File: src/rtl/icache_refill.sv
// Instruction-cache miss handler: fetches one aligned block byte-by-byte from
// the arbitrated RAM port and hands it to the cache as a single-cycle fill.
//
// state | meaning
// IDLE  | waiting for a miss; block base latched on entry to REQ
// REQ   | RAM port requested, waiting for grant
// READ  | issuing byte addresses and capturing returned bytes (one behind)
// DONE  | one-cycle fill strobe to the cache
module icache_refill #(
  parameter int BLK_INSTR = 4,
  parameter int ADDR_W    = 32
) (
  input  logic                   clk,
  input  logic                   rst_in,
  input  logic                   miss_in,
  input  logic [ADDR_W-1:0]      if_ain,
  input  logic                   flush_in,
  output logic                   mem_req_out,
  input  logic                   mem_gnt_in,
  output logic [ADDR_W-1:0]      mem_a_out,
  input  logic [7:0]             mem_din,
  output logic                   fill_en_out,
  output logic [ADDR_W-1:0]      fill_addr_out,
  output logic [BLK_INSTR*32-1:0] fill_data_out,
  output logic                   busy_out
);

  localparam int BLK_BYTES = BLK_INSTR * 4;
  localparam int OFF_W     = $clog2(BLK_BYTES);
  localparam int CNT_W     = OFF_W + 1;
  localparam int DATA_W    = BLK_BYTES * 8;

  typedef enum logic [1:0] {IDLE, REQ, READ, DONE} state_t;

  state_t              state_q;
  logic [ADDR_W-1:0]   base_q;
  logic [CNT_W-1:0]    issue_q;
  logic [CNT_W-1:0]    rcv_q;
  logic                rd_vld_q;
  logic [DATA_W-1:0]   buf_q;
  logic [DATA_W-1:0]   buf_d;
  logic                mem_req_q;
  logic [ADDR_W-1:0]   mem_a_q;
  logic                fill_en_q;
  logic [ADDR_W-1:0]   fill_addr_q;
  logic [DATA_W-1:0]   fill_data_q;
  logic                busy_q;

  // Assembly buffer with the incoming byte dropped into its little-endian slot.
  always_comb begin
    buf_d = buf_q;
    buf_d[{rcv_q[OFF_W-1:0], 3'b000} +: 8] = mem_din;
  end

  // Refill sequencer; all outputs are registered here.
  always_ff @(posedge clk) begin
    if (!rst_in) begin
      state_q     <= IDLE;
      base_q      <= '0;
      issue_q     <= '0;
      rcv_q       <= '0;
      rd_vld_q    <= 1'b0;
      buf_q       <= '0;
      mem_req_q   <= 1'b0;
      mem_a_q     <= '0;
      fill_en_q   <= 1'b0;
      fill_addr_q <= '0;
      fill_data_q <= '0;
      busy_q      <= 1'b0;
    end else begin
      fill_en_q <= 1'b0;
      case (state_q)
        IDLE: begin
          if (miss_in && !flush_in) begin
            base_q    <= if_ain & ~ADDR_W'(BLK_BYTES - 1);
            mem_req_q <= 1'b1;
            busy_q    <= 1'b1;
            state_q   <= REQ;
          end
        end
        REQ: begin
          if (flush_in) begin
            mem_req_q <= 1'b0;
            busy_q    <= 1'b0;
            state_q   <= IDLE;
          end else if (mem_gnt_in) begin
            // First address goes out in the first READ cycle, so the issue
            // counter already points at the second byte.
            mem_a_q  <= base_q;
            issue_q  <= CNT_W'(1);
            rcv_q    <= '0;
            rd_vld_q <= 1'b0;
            state_q  <= READ;
          end
        end
        READ: begin
          if (flush_in) begin
            mem_req_q <= 1'b0;
            busy_q    <= 1'b0;
            state_q   <= IDLE;
          end else begin
            if (issue_q < CNT_W'(BLK_BYTES)) begin
              mem_a_q <= base_q + ADDR_W'(issue_q);
              issue_q <= issue_q + 1'b1;
            end
            // RAM data trails the address by one cycle.
            rd_vld_q <= 1'b1;
            if (rd_vld_q) begin
              buf_q <= buf_d;
              rcv_q <= rcv_q + 1'b1;
              if (rcv_q == CNT_W'(BLK_BYTES - 1)) begin
                mem_req_q   <= 1'b0;
                fill_en_q   <= 1'b1;
                fill_addr_q <= base_q;
                fill_data_q <= buf_d;
                state_q     <= DONE;
              end
            end
          end
        end
        DONE: begin
          // A flush here is ignored: the fetched block is valid regardless.
          busy_q  <= 1'b0;
          state_q <= IDLE;
        end
        default: begin
          mem_req_q <= 1'b0;
          busy_q    <= 1'b0;
          state_q   <= IDLE;
        end
      endcase
    end
  end

  assign mem_req_out   = mem_req_q;
  assign mem_a_out     = mem_a_q;
  assign fill_en_out   = fill_en_q;
  assign fill_addr_out = fill_addr_q;
  assign fill_data_out = fill_data_q;
  assign busy_out      = busy_q;

endmodule
File: config.mk
export PLATFORM = sky130hd
export DESIGN_NAME = icache_refill
export DESIGN_NICKNAME = d
export VERILOG_FILES = /design/src/rtl/icache_refill.sv
export SDC_FILE = /design/constraint.sdc
export NUM_CORES = 1
export LEC_CHECK = 0
export CORE_MARGIN = 8
export CORE_UTILIZATION = 35
export CTS_BUF_LIST = sky130_fd_sc_hd__clkbuf_4
export DETAILED_ROUTE_END_ITERATION = 12
export PLACE_DENSITY = 0.54
export SLEW_MARGIN = 10
export SYNTH_ARGS = -nofsm -noshare
export SYNTH_HDL_FRONTEND = slang
export SYNTH_SLANG_ARGS = --single-unit
File: constraint.sdc
create_clock -name clk -period 3.3 [get_ports clk]
set_input_delay 0.66 -clock clk [delete_from_list [all_inputs] [get_ports clk]]
set_output_delay 0.66 -clock clk [all_outputs]
set_load 0.02 [all_outputs]
* Word-level counts from Yosys, hierarchy flattened
Index checks and enable logic that the tools add are counted.
** Word-level totals
- Output and inout bits :: 195
- Register bits :: 360
** Operators by class
- Eq/ne operators :: 15
- Magnitude comparators :: 1
- Reductions and logical operators :: 16
- Multiplexer cells :: 35
- Add/subtract/negate cells :: 4
- Bitwise gates (word level) :: 4
- Shifts and indexed selects :: 2
** Operators by type and width (count)
- $bwmux W128 :: 1
- $mux W32 :: 4
- $shift A8 B9 Y128 const A :: 1
- $shiftx A8 B9 Y128 :: 1
- $pmux W32 S2 :: 1
- $mux W5 :: 8
- $add A32 B5 Y32 :: 1
- $pmux W5 S2 :: 2
- $reduce_and A5 Y1 :: 3
- $ne A2 B2 Y1 const B :: 7
- $mux W2 :: 6
- $reduce_and A4 Y1 :: 3
- $add A5 B1 Y5 const B :: 2
- $mux W1 :: 9
- $ne A3 B3 Y1 const B :: 3
- $neg A7 Y9 :: 1
- $pmux W2 S4 :: 1
- $pmux W1 S3 :: 2
- $eq A5 B4 Y1 const B :: 1
- $lt A5 B5 Y1 const B :: 1
- $eq A2 B2 Y1 const B :: 2
- $not A1 Y1 :: 4
- $reduce_and A2 Y1 :: 2
- $reduce_or A4 Y1 :: 1
- other kinds (10) :: 10

* Logic depth before layout (Yosys ltp)
Gate-level depths: netlist of run 1.
- Depth after elaboration :: 5
- Mapped depth :: 12

* Worst setup path after synthesis of run 1
Ideal clock, no wire load.
- Path type :: reg2reg
- Start :: reg rcv_q[0]
- End :: reg buf_q[100]
- Setup slack :: 0.605 ns
- Data arrival time :: 2.571 ns
- Stages on the path, launching flop included :: 13
- Library setup time :: 0.124 ns
- Cells stage by stage :: dfxtp_1 clkbuf_1 clkbuf_1 inv_1 ha_1 clkbuf_1 buf_2 nor3b_1 o211ai_1 buf_2 or2_2 buf_2 mux2i_1
** On the way
- Word-level cells in the longest chain between the ends :: 3
- Elaborated cells between the ends (all ways) :: 4
** Ends and longest elaborated chain
- start: declaration :: RTL line 38 : logic [CNT_W-1:0] rcv_q;
- start signal: assignment :: RTL line 110 : rcv_q <= rcv_q + 1'b1;
- $neg A7 Y9 (*) :: RTL line 52 : buf_d[{rcv_q[OFF_W-1:0], 3'b000} +: 8] = mem_din;
- $shiftx A8 B9 Y128 / $shift A8 B9 Y128 (equally long branches) :: RTL line 52
- $bwmux W128 (*) :: RTL line 52
- end signal: assignment :: RTL line 109 : buf_q <= buf_d;
- end: declaration :: RTL line 40 : logic [DATA_W-1:0] buf_q;
Every way passes the cells marked *; elsewhere a longest branch is shown, timed or not.
A chain may end at the register's enable or synchronous reset.

* Worst setup path in the final report of run 1
- Start :: reg fill_data_q[95], in the netlist fill_data_out[95]
- End :: out fill_data_out[95]
** RTL lines
- start: declaration :: RTL line 46 : logic [DATA_W-1:0] fill_data_q;
- start signal: assignment :: RTL line 115 : fill_data_q <= buf_d;
- end: declaration :: RTL line 24 : output logic [BLK_INSTR*32-1:0] fill_data_out,
No word-level cell between the ends.

==> summary.txt, run 1 <==
outcome: finished, final reports clean
CP Data Arrival Time: 1860 ps
Detailed Route Iter0 Violations: 1014
VDD IR max: 0.000261 V
Final Hold Slack: 321 ps
hold_sp: rst_in
max-cap violation count: 0
Via density: 5.31
Overall Global Routing Usage: 18.8%
vias in the first global route: 14.0k
top post-synthesis cells by area: dfxtp_1 46%, mux2i_1 9.8%, a21oi_1 5.8%, o21ai_0 5.5%, nand2_1 5.1%
Pre-antenna DRT Iters: 5
CP max FO: 2
die width: 228 µm
share of layout cells above drive strength 1: 11.7%
Residual DRC: 0
Syn Inst Count: 1822
Reg2Reg Depth: 6
I/O pin count: 240
Total Nets Final: 2086
Fin. Hold Viols: 0
Worst Tran Pin Value: 1090 ps
Yosys warning count: 0
CP Cell Sequence: clkdlybuf4s50_1
Levels on crit path: 1
Mean Syn Cell Area: 8.62 µm²
CTS H-tree depth: 3
crit start category: register
GPL Wtd Cong: 0.805
hold path depth: 3
synthesis-stage register bit count: 360
Routed Antenna Nets: 0
first-pass GRT wire length: 79800 µm
Crit. Startpoint: fill_data_out[95]
Setup CP Type: reg -> out
Worst-path clk slew: 60 ps
total die area: 51900 µm²
CTS tree: yes
GRT overflow: 0
Critical Path RT: 2640 ps
Post-Route Utilization: 44.9%
sequential share of the synthesized area: 45.9%
Slew Limit Headroom: 26.9%
Netlist cell types: 66
routed len/inst: 18.9 µm
Worst Path Buf+Inv: 1
Clock Latency Late Sink: 810 ps
initial antenna violation count: 2
clock skew: 61.1 ps
most used flip-flop cell after synthesis: dfxtp_1
fraction of registers with async set/reset: 0%
Tmin final: 2520 ps
DP Wirelength: 34200 µm
crit end category: primary output
postcts setup bufs: 0
Final Setup Violations: 0
top cell type's share of synthesized area: 45.9%
slowest CP cell: clkdlybuf4s50_1
Vias: 14.3k
FF-to-FF Start: rcv_q[0]
Initial Util: 35.5%
final slew viol count: 0
clock sink count: 360
Mapped Area: 15700 µm²
CTS Root Cell: clkbuf_4
Tcrit/Tclk final: 76.5%
max incr delay on CP: 650 ps
FP Rows: 77
Yosys top cell by area: dfxtp_1
leakage: 7.52 nW
RSZ-0062 raised after global routing: false
largest net degree at the start of global routing: 112
CTS buffer count: 99
PortBufs: 231
Core Area: 44200 µm²
Die Y: 228 µm
f_max: 396 MHz
post-cts sizing count: 0
setup TNS: 0 ps
P&R area growth vs syn: 26.4%
final wirelength: 50900 µm
HP Class: in -> reg
CP delay by family, top: buffers and inverters
Max Root-Sink Buffers: 3
Post-synth EDFFs: 0
Pwr Density: 460 nW/µm²
hold-fix buffers at CTS: 0
## Yosys cell counts, types with 2 or more instances
library cell,count
a211oi_1,58
a21o_1,2
a21oi_1,181
a22oi_1,5
a311oi_1,8
a31o_2,3
a31oi_1,54
and2_1,15
and3_1,29
and3b_1,2
and4_1,12
buf_1,7
buf_2,23
buf_4,5
clkbuf_1,152
clkinv_1,3
dfxtp_1,360
ha_1,13
inv_1,15
mux2i_1,154
nand2_1,215
nand2b_1,5
nand3_1,58
nand3b_1,4
nand4_1,34
nor2_1,69
nor2b_1,5
nor3_1,23
nor3b_1,4
nor4_1,6
o2111ai_1,8
o211ai_1,10
o211ai_2,2
o21a_1,4
o21ai_0,174
o21ai_1,4
o21ai_2,4
o31ai_1,34
or2_2,2
or3_1,7
or4_1,12
xnor2_1,9
xor2_1,5
## worst min-delay path, cell delays in order
cell	delay (ps)
buf_6	230
o21ai_0	140
a31oi_1	40
## through the flow
step	cell area, µm²	total power, mW	setup slack (ps)	instances
2_1_floorplan	15700	4.87	605	1825
3_3_place_gp	18600	5.12	707	2519
3_5_place_dp	18600	5.12	666	2519
4_1_cts	19900	9.28	665	2690
5_1_grt	19900	9.59	602	2692
6_report	19900	9.14	775	2692
## path summary, 6_finish.rpt
kind | endpoint | slack (ps)
worst min-delay path | fill_data_out[78] | 320
worst min register to register | fill_data_out[124] | 440
worst max register to register | fill_data_out[71] | 790
worst max-delay path | fill_data_out[95] | 780
## cell families after synthesis
group | Yosys count | share of synthesized area, %
AO/OA/AOI/OAI | 562 | 21.3
AND/OR/NAND/NOR | 510 | 15.8
flip-flops | 360 | 45.9
buffers and inverters | 207 | 5.30
multiplexers | 155 | 9.88
XOR/XNOR | 14 | 0.781
adder cells (fa/ha/maj) | 13 | 1.04
other | 1 | 0.0239
## routing by layer
layer	part of all wire [%]	vias to the layer above	GRT usage [%]	wire, µm
met5	0.020	-	0	10
met3	7.4	66	6.24	3760
met2	46	421	30.5	23700
met4	2.0	2	6.44	1020
li1	-	7058	-	-
met1	44	6752	23.3	22500
## cells in the final DEF, fill, tap and decap left out, types with 6 or more instances in the layout
cell	Yosys	layout
and2_1	15	14
nand2_1	215	215
inv_1	15	15
buf_12	0	7
o31ai_1	34	34
o211ai_1	10	10
and4_1	12	12
ha_1	13	13
nor3_1	23	23
o2111ai_1	8	8
clkdlybuf4s50_1	0	230
and3_1	29	29
xnor2_1	9	9
mux2i_1	154	154
clkinv_1	3	15
dfxtp_1	360	359
nor2_1	69	69
a311oi_1	8	8
a21oi_1	181	181
a31oi_1	54	54
nor4_1	6	6
nand3_1	58	58
o21ai_0	174	174
clkbuf_4	0	153
a211oi_1	58	58
or3_1	7	7
buf_4	5	53
or4_1	12	12
nand4_1	34	34
## power breakdown
part           internal (mW)  switching [mW]
Combinational          0.216           0.339
Sequential              4.41          0.0623
Clock                   2.24            1.87
## final cells by class
class | count | area [µm²]
fill | 4425 | 24400
multi-input combinational | 1258 | 7710
sequential | 360 | 7210
timing repair buffer | 291 | 2850
clock buffer | 153 | 1150
tap | 592 | 741
clock inverter | 18 | 125
inverter | 18 | 70.1
antenna | 2 | 5.00
## sequential cells by signal, indices dropped and copies added (netlist names)
signal / flops
base_q: 28
buf_q: 128
busy_out: 1
fill_addr_out: 28
fill_data_out: 128
fill_en_out: 1
issue_q: 5
mem_a_out: 32
mem_req_out: 1
rcv_q: 5
rd_vld_q: 1
state_q: 2
No activity file was read; power rests on OpenSTA's default activity.
==> inputs of run 2 (changes only) <==
--- a/config.mk
+++ b/config.mk
@@ -9,7 +9,7 @@
 export CORE_UTILIZATION = 35
 export CTS_BUF_LIST = sky130_fd_sc_hd__clkbuf_4
 export DETAILED_ROUTE_END_ITERATION = 12
-export PLACE_DENSITY = 0.54
+export PLACE_DENSITY = 0.56
 export SLEW_MARGIN = 10
 export SYNTH_ARGS = -nofsm -noshare
 export SYNTH_HDL_FRONTEND = slang
==> constraint.sdc (replaced) <==
create_clock -name clk -period 2.2 [get_ports clk]
set_input_delay 0.44 -clock clk [delete_from_list [all_inputs] [get_ports clk]]
set_output_delay 0.44 -clock clk [all_outputs]
set_load 0.02 [all_outputs]
==> run 2 against run 1 <==
  * Clock skew shrank 20 ps
  * Sequential cell count is the same
  * Die area is the same
  * Largest power group unchanged
  * Critical endpoint is now mem_a_out[29]
  * Worst setup slack lost 700 ps
  * Clock-buffer cell count shrank 2
==> summary.txt, run 2 (same netlist as run 1, synthesis figures left out) <==
CTS H-tree depth: 3 (unchanged)
Core Area: 44200 µm² (unchanged)
CTS tree: yes
outcome: finished, final reports clean
f_max: 471 MHz
Worst R2R Setup Slack: 80 ps (-710 ps)
CP delay by family, top: simple AND/OR/NAND/NOR gates
Setup CP Type: reg -> reg
Clock Latency Late Sink: 790 ps (-20 ps)
worst slack, placed: -25.9 ps (-692 ps)
placed cell area: 19400 µm² (+4.4%)
leakage: 9.05 nW (+20%)
Die Y: 228 µm (unchanged)
first-pass GRT wire length: 82500 µm (+3.4%)
Tcrit/Tclk final: 96.4%
P&R area growth vs syn: 32.8%
Flop pwr share: 48.4% (-0.5 points)
Detailed Route Iter0 Violations: 859 (-15%)
Pwr Density: 663 nW/µm² (+44%)
Levels on crit path: 5 (+4)
Residual DRC: 0 (unchanged)
Slew Limit Headroom: 57.0% (+30 points)
DR top layer: met5
Layout fillers: 4325 (-2.3%)
crit-path most repeated cell: or4_1
clock sink count: 360 (unchanged)
Final Setup Violations: 0 (unchanged)
clock skew: 40.8 ps (-20.3 ps)
initial antenna violation count: 4 (+2)
CP Data Arrival Time: 2800 ps (+940 ps)
slowest CP cell: or4_1
final wirelength: 53200 µm (+4.5%)
max-cap violation count: 0 (unchanged)
Via density: 5.37 (+1.1%)
vias in the first global route: 14.8k (+5.3%)
worst setup margin: 78.7 ps (-697 ps)
Pre-antenna DRT Iters: 5 (unchanged)
combinational share of power: 6.7% (+0.6 points)
Final Cell Area: 20900 µm² (+5.1%)
PnR Total Power: 13.8 mW (+51%)
Clock Power Share: 44.9% (about the same)
VDD IR max: 0.000365 V (+40%)
setup TNS: 0 ps (unchanged)
met2 wire length: 24400 µm (+3.2%)
Reg2Reg Depth: 5 (-1)
CTS Root Cell: clkbuf_4
crit end category: register
most frequent cells in the layout: 357 x dfxtp_1, 215 x nand2_1, 189 x dlygate4sd2_1, 181 x a21oi_1, 174 x o21ai_0
CP Cell Sequence: nand4_4 > or4_1 > buf_4 > or4_1 > a31oi_1
Worst-path clk slew: 60 ps (about the same)
final slew viol count: 0 (unchanged)
most common cell after layout, fill and taps aside: dfxtp_1
FP Rows: 77 (unchanged)
HP Class: in -> reg
Tmin final: 2120 ps
Sw Pwr: 3.50 mW (+54%)
max incr delay on CP: 580 ps (-70 ps)
CP max FO: 16 (+14)
internal power: 10.3 mW (+50%)
PortBufs: 231 (unchanged)
GRT overflow: 0 (unchanged)
Worst Tran Pin Value: 646 ps (-447 ps)
Critical Path End: mem_a_out[29]
I/O pin count: 240 (unchanged)
Routed Antenna Nets: 0 (unchanged)
Final Non-Filler Cells: 2785 (+3.5%)
Net Sw Frac: 25.3% (+0.47 points)
Overall Global Routing Usage: 19.3% (+0.52 points)
share of layout cells above drive strength 1: 16.8% (+5.1 points)
largest net degree at the start of global routing: 55 (-51%)
Crit. Startpoint: base_q[11]
Initial Util: 35.5% (unchanged)
DP Cell Count: 2593 (+2.9%)
Worst Path Buf+Inv: 1 (unchanged)
FF-to-FF Start: base_q[11]
Vias: 14.9k (+4.5%)
GPL Wtd Cong: 0.827 (+2.8%)
Critical Path RT: 2880 ps (+240 ps)
Max Root-Sink Buffers: 3 (unchanged)
routed len/inst: 19.1 µm (+0.96%)
Final Hold Slack: 200 ps (-121 ps)
CTS buffer count: 99 (unchanged)
WL met1: 22900 µm (+1.9%)
WL met3: 4030 µm (+7.3%)
DP Wirelength: 35900 µm (+4.9%)
Fin. Hold Viols: 0 (unchanged)
RR Endpoint: mem_a_out[29]
Post-Route Utilization: 47.2% (+2.3 points)
crit start category: register
total die area: 51900 µm² (unchanged)
Total Nets Final: 2175 (+4.3%)
die width: 228 µm (unchanged)
==> run 2: cell types whose count changed in the layout (fill, tap and decap cells not counted), moves of 3 or more <==
cell and change:
clkdlybuf4s50_1 -190, dlygate4sd2_1 +189, buf_4 +61, buf_12 +19, a211oi_1 -10, a211oi_2 +10
a311oi_1 -8, a311oi_2 +8, ha_1 -5, buf_6 +3, clkinv_2 +3, ha_4 +3
==> run 2: final cells by class <==
type	count	area, µm²	area share, %
Multi-Input combinational cell	1258	7930	38.0
Tap cell	592	741	3.55
Clock inverter	23	148	0.708
Sequential cell	360	7220	34.6
Antenna cell	3	7.51	0.0360
Inverter	18	70.1	0.336
Timing Repair Buffer	380	3620	17.4
Clock buffer	151	1130	5.43
==> run 2: power groups by stage <==
stage | Sequential [mW] | Combinational [mW] | Clock, mW
2_1_floorplan | 6.89 | 0.413 | 0
3_3_place_gp | 6.84 | 0.922 | 0
3_5_place_dp | 6.84 | 0.931 | 0
4_1_cts | 6.69 | 0.896 | 6.39
5_1_grt | 6.70 | 1.01 | 6.75
6_report | 6.69 | 0.927 | 6.21
==> run 2: worst register-to-register path, delay by kind of cell (launching register included) <==
family / cells / cell delay, ps
flops: 1 / 430
simple gates: 3 / 1190
compound gates: 1 / 200
buf+inv: 1 / 210
==> run 2: metal layers <==
layer	vias to the layer above	global-route usage [%]
li1	7244	-
met1	7129	23.7
met2	455	31.2
met3	117	6.42
met4	4	7.46
met5	-	0
==> run 2: worst min path at each step <==
stage | slack (ps) | startpoint | cells after the start | to
detailed placement | 440 | buf_q[26] | 2 | fill_data_out[26]
global placement | 440 | rcv_q[4] | 2 | rcv_q[4]
CTS | 140 | if_ain[31] | 3 | base_q[31]
global route | 160 | if_ain[15] | 3 | base_q[15]
finish | 200 | if_ain[8] | 3 | base_q[8]
floorplan | 430 | buf_q[24] | 2 | fill_data_out[24]
==> run 2: timing repair <==
item / CTS / global route
hold buffers: 1 / 0
gates resized for setup: 193 / 44
setup buffers: 2 / 8
endpoints found under the hold margin: 21 / 0
pin swaps: 0 / 3
cloned: 2 / 3
setup endpoints to repair: 193 / 160
==> inputs of run 3 (changes only) <==
--- a/config.mk
+++ b/config.mk
@@ -9,7 +9,7 @@
 export CORE_UTILIZATION = 35
 export CTS_BUF_LIST = sky130_fd_sc_hd__clkbuf_4
 export DETAILED_ROUTE_END_ITERATION = 12
-export PLACE_DENSITY = 0.56
+export PLACE_DENSITY = 0.59
 export SLEW_MARGIN = 10
 export SYNTH_ARGS = -nofsm -noshare
 export SYNTH_HDL_FRONTEND = slang
==> run 3 against run 2 <==
  * Final cell count increased by 0.57%
  * Worst hold slack got worse by 17 ps
  * Clock-buffer cell count increased by 1
  * Die area unchanged
  * Sequential share of layout area increased by 0.059 points
  * Combinational power decreased by 2%
==> summary.txt, run 3 (same netlist as run 1, synthesis figures left out) <==
FF-to-FF Start: rcv_q[0]
CTS buffer count: 98 (-1.0%)
PortBufs: 231 (unchanged)
leakage: 9.05 nW (about the same)
Vias: 15.0k (+0.31%)
Setup CP Type: reg -> reg
FP Rows: 77 (unchanged)
max-cap violation count: 0 (unchanged)
worst setup margin: 105 ps (+26.2 ps)
Worst-path clk slew: 60 ps (about the same)
Slew Limit Headroom: 54.1% (-2.9 points)
Routed Antenna Nets: 0 (unchanged)
Final Setup Violations: 0 (unchanged)
clock skew: 41.0 ps (+0.122 ps)
Detailed Route Iter0 Violations: 854 (-0.58%)
I/O pin count: 240 (unchanged)
Clock Latency Late Sink: 820 ps (+30 ps)
routed len/inst: 18.8 µm (-1.8%)
CTS H-tree depth: 3 (unchanged)
Pre-antenna DRT Iters: 5 (unchanged)
Worst R2R Setup Slack: 100 ps (+30 ps)
CP delay by family, top: simple AND/OR/NAND/NOR gates
CP max FO: 8 (-8)
outcome: finished, final reports clean
Critical Path RT: 2870 ps (about the same)
Die Y: 228 µm (unchanged)
largest net degree at the start of global routing: 92 (+67%)
final slew viol count: 0 (unchanged)
most frequent cells in the layout: 357 x dfxtp_1, 215 x nand2_1, 191 x dlygate4sd2_1, 180 x a21oi_1, 174 x o21ai_0
share of layout cells above drive strength 1: 16.6% (-0.20 points)
Worst Path Buf+Inv: 3 (+2)
Final Non-Filler Cells: 2801 (+0.57%)
Core Area: 44200 µm² (unchanged)
P&R area growth vs syn: 32.5%
VDD IR max: 0.000432 V (+18%)
initial antenna violation count: 5 (+1)
Crit. Startpoint: rcv_q[0]
crit start category: register
CTS tree: yes
DP Cell Count: 2603 (+0.39%)
Tmin final: 2100 ps (-26.2 ps)
GPL Wtd Cong: 0.873 (+5.5%)
DP Wirelength: 35800 µm (-0.23%)
most common cell after layout, fill and taps aside: dfxtp_1
Levels on crit path: 7 (+2)
vias in the first global route: 14.8k (+0.31%)
max incr delay on CP: 490 ps (-90 ps)
RSZ-0062 raised after global routing: true
final wirelength: 52500 µm (-1.2%)
HP Class: in -> reg
Pwr Density: 652 nW/µm² (-1.6%)
slowest CP cell: or3_1
Overall Global Routing Usage: 19.5% (+0.16 points)
CP Cell Sequence: buf_12 > buf_4 > or3_1 > a32oi_4 > buf_12 > mux2i_1 > a21oi_1
total die area: 51900 µm² (unchanged)
crit-path most repeated cell: buf_12
GRT overflow: 0 (unchanged)
Fin. Hold Viols: 0 (unchanged)
CTS Root Cell: clkbuf_4
Via density: 5.35 (-0.27%)
Total Nets Final: 2187 (+0.55%)
crit end category: register
Tcrit/Tclk final: 95.2% (-1.2 points)
Initial Util: 35.5% (unchanged)
CP Data Arrival Time: 2770 ps (-30 ps)
Reg2Reg Depth: 7 (+2)
RR Endpoint: fill_data_out[15]
Worst Tran Pin Value: 684 ps (+38.8 ps)
PnR Total Power: 13.6 mW (-1.8%)
clock sink count: 360 (unchanged)
first-pass GRT wire length: 83100 µm (+0.70%)
Max Root-Sink Buffers: 3 (unchanged)
die width: 228 µm (unchanged)
Critical Path End: fill_data_out[15]
f_max: 477 MHz (+1.2%)
Residual DRC: 0 (unchanged)
worst slack, placed: -88.0 ps (-62.1 ps)
run 3: worst min-delay path by stage:
stage,startpoint,cells after the start,end,slack [ps]
final,if_ain[11],3,base_q[11],180
after global routing,if_ain[31],3,base_q[31],100
after CTS,if_ain[31],3,base_q[31],90
after detailed placement,buf_q[30],2,fill_data_out[30],450
after global placement,rcv_q[4],2,rcv_q[4],440
after floorplan,buf_q[24],2,fill_data_out[24],430
run 3: area by class of cell:
class	count	area (µm²)
fill	4319	23400
multi-input combinational	1258	7830
sequential	360	7210
timing repair buffer	393	3720
clock buffer	152	1140
tap	592	741
clock inverter	23	91.3
inverter	18	70.1
antenna	5	12.5
run 3: report_power, final:
group | switching [mW] | internal (mW) | total [mW]
Clock | 2.84 | 3.12 | 5.96
Sequential | 0.0833 | 6.61 | 6.70
Combinational | 0.557 | 0.356 | 0.913
run 3: worst register-to-register path, stage by stage, from the launching register on:
cell	delay (ps)
dfxtp_4	360
buf_12	130
buf_4	140
or3_1	490
a32oi_4	320
buf_12	180
mux2i_1	250
a21oi_1	90
run 3: layer usage:
layer / vias up / GRT usage, % / part of all wire, %
li1: 7277 / - / -
met1: 7128 / 24.3 / 43
met4: 0 / 7.48 / 2.8
met2: 494 / 31.1 / 46
met3: 96 / 6.43 / 7.8
met5: - / 0 / 0
run 3: timing repair:
action / 4_1_cts / 5_1_grt
endpoints found under the hold margin: 13 / 0
setup buffers: 2 / 12
pin swaps: 2 / 5
resized for setup: 196 / 20
hold buffers: 1 / 0
cloned: 2 / 1
endpoints found under the setup margin: 198 / 117
run 3: metrics by stage:
step	area, µm²	TNS (ps)	util, %	hold WS [ps]
finish	20800	0	47.1	182
floorplan	15800	-833	-	430
detailed placement	19500	-1700	44.1	445
global route	20800	0	47.1	102
global placement	19500	-7820	44.1	438
CTS	20600	0	46.6	89.4
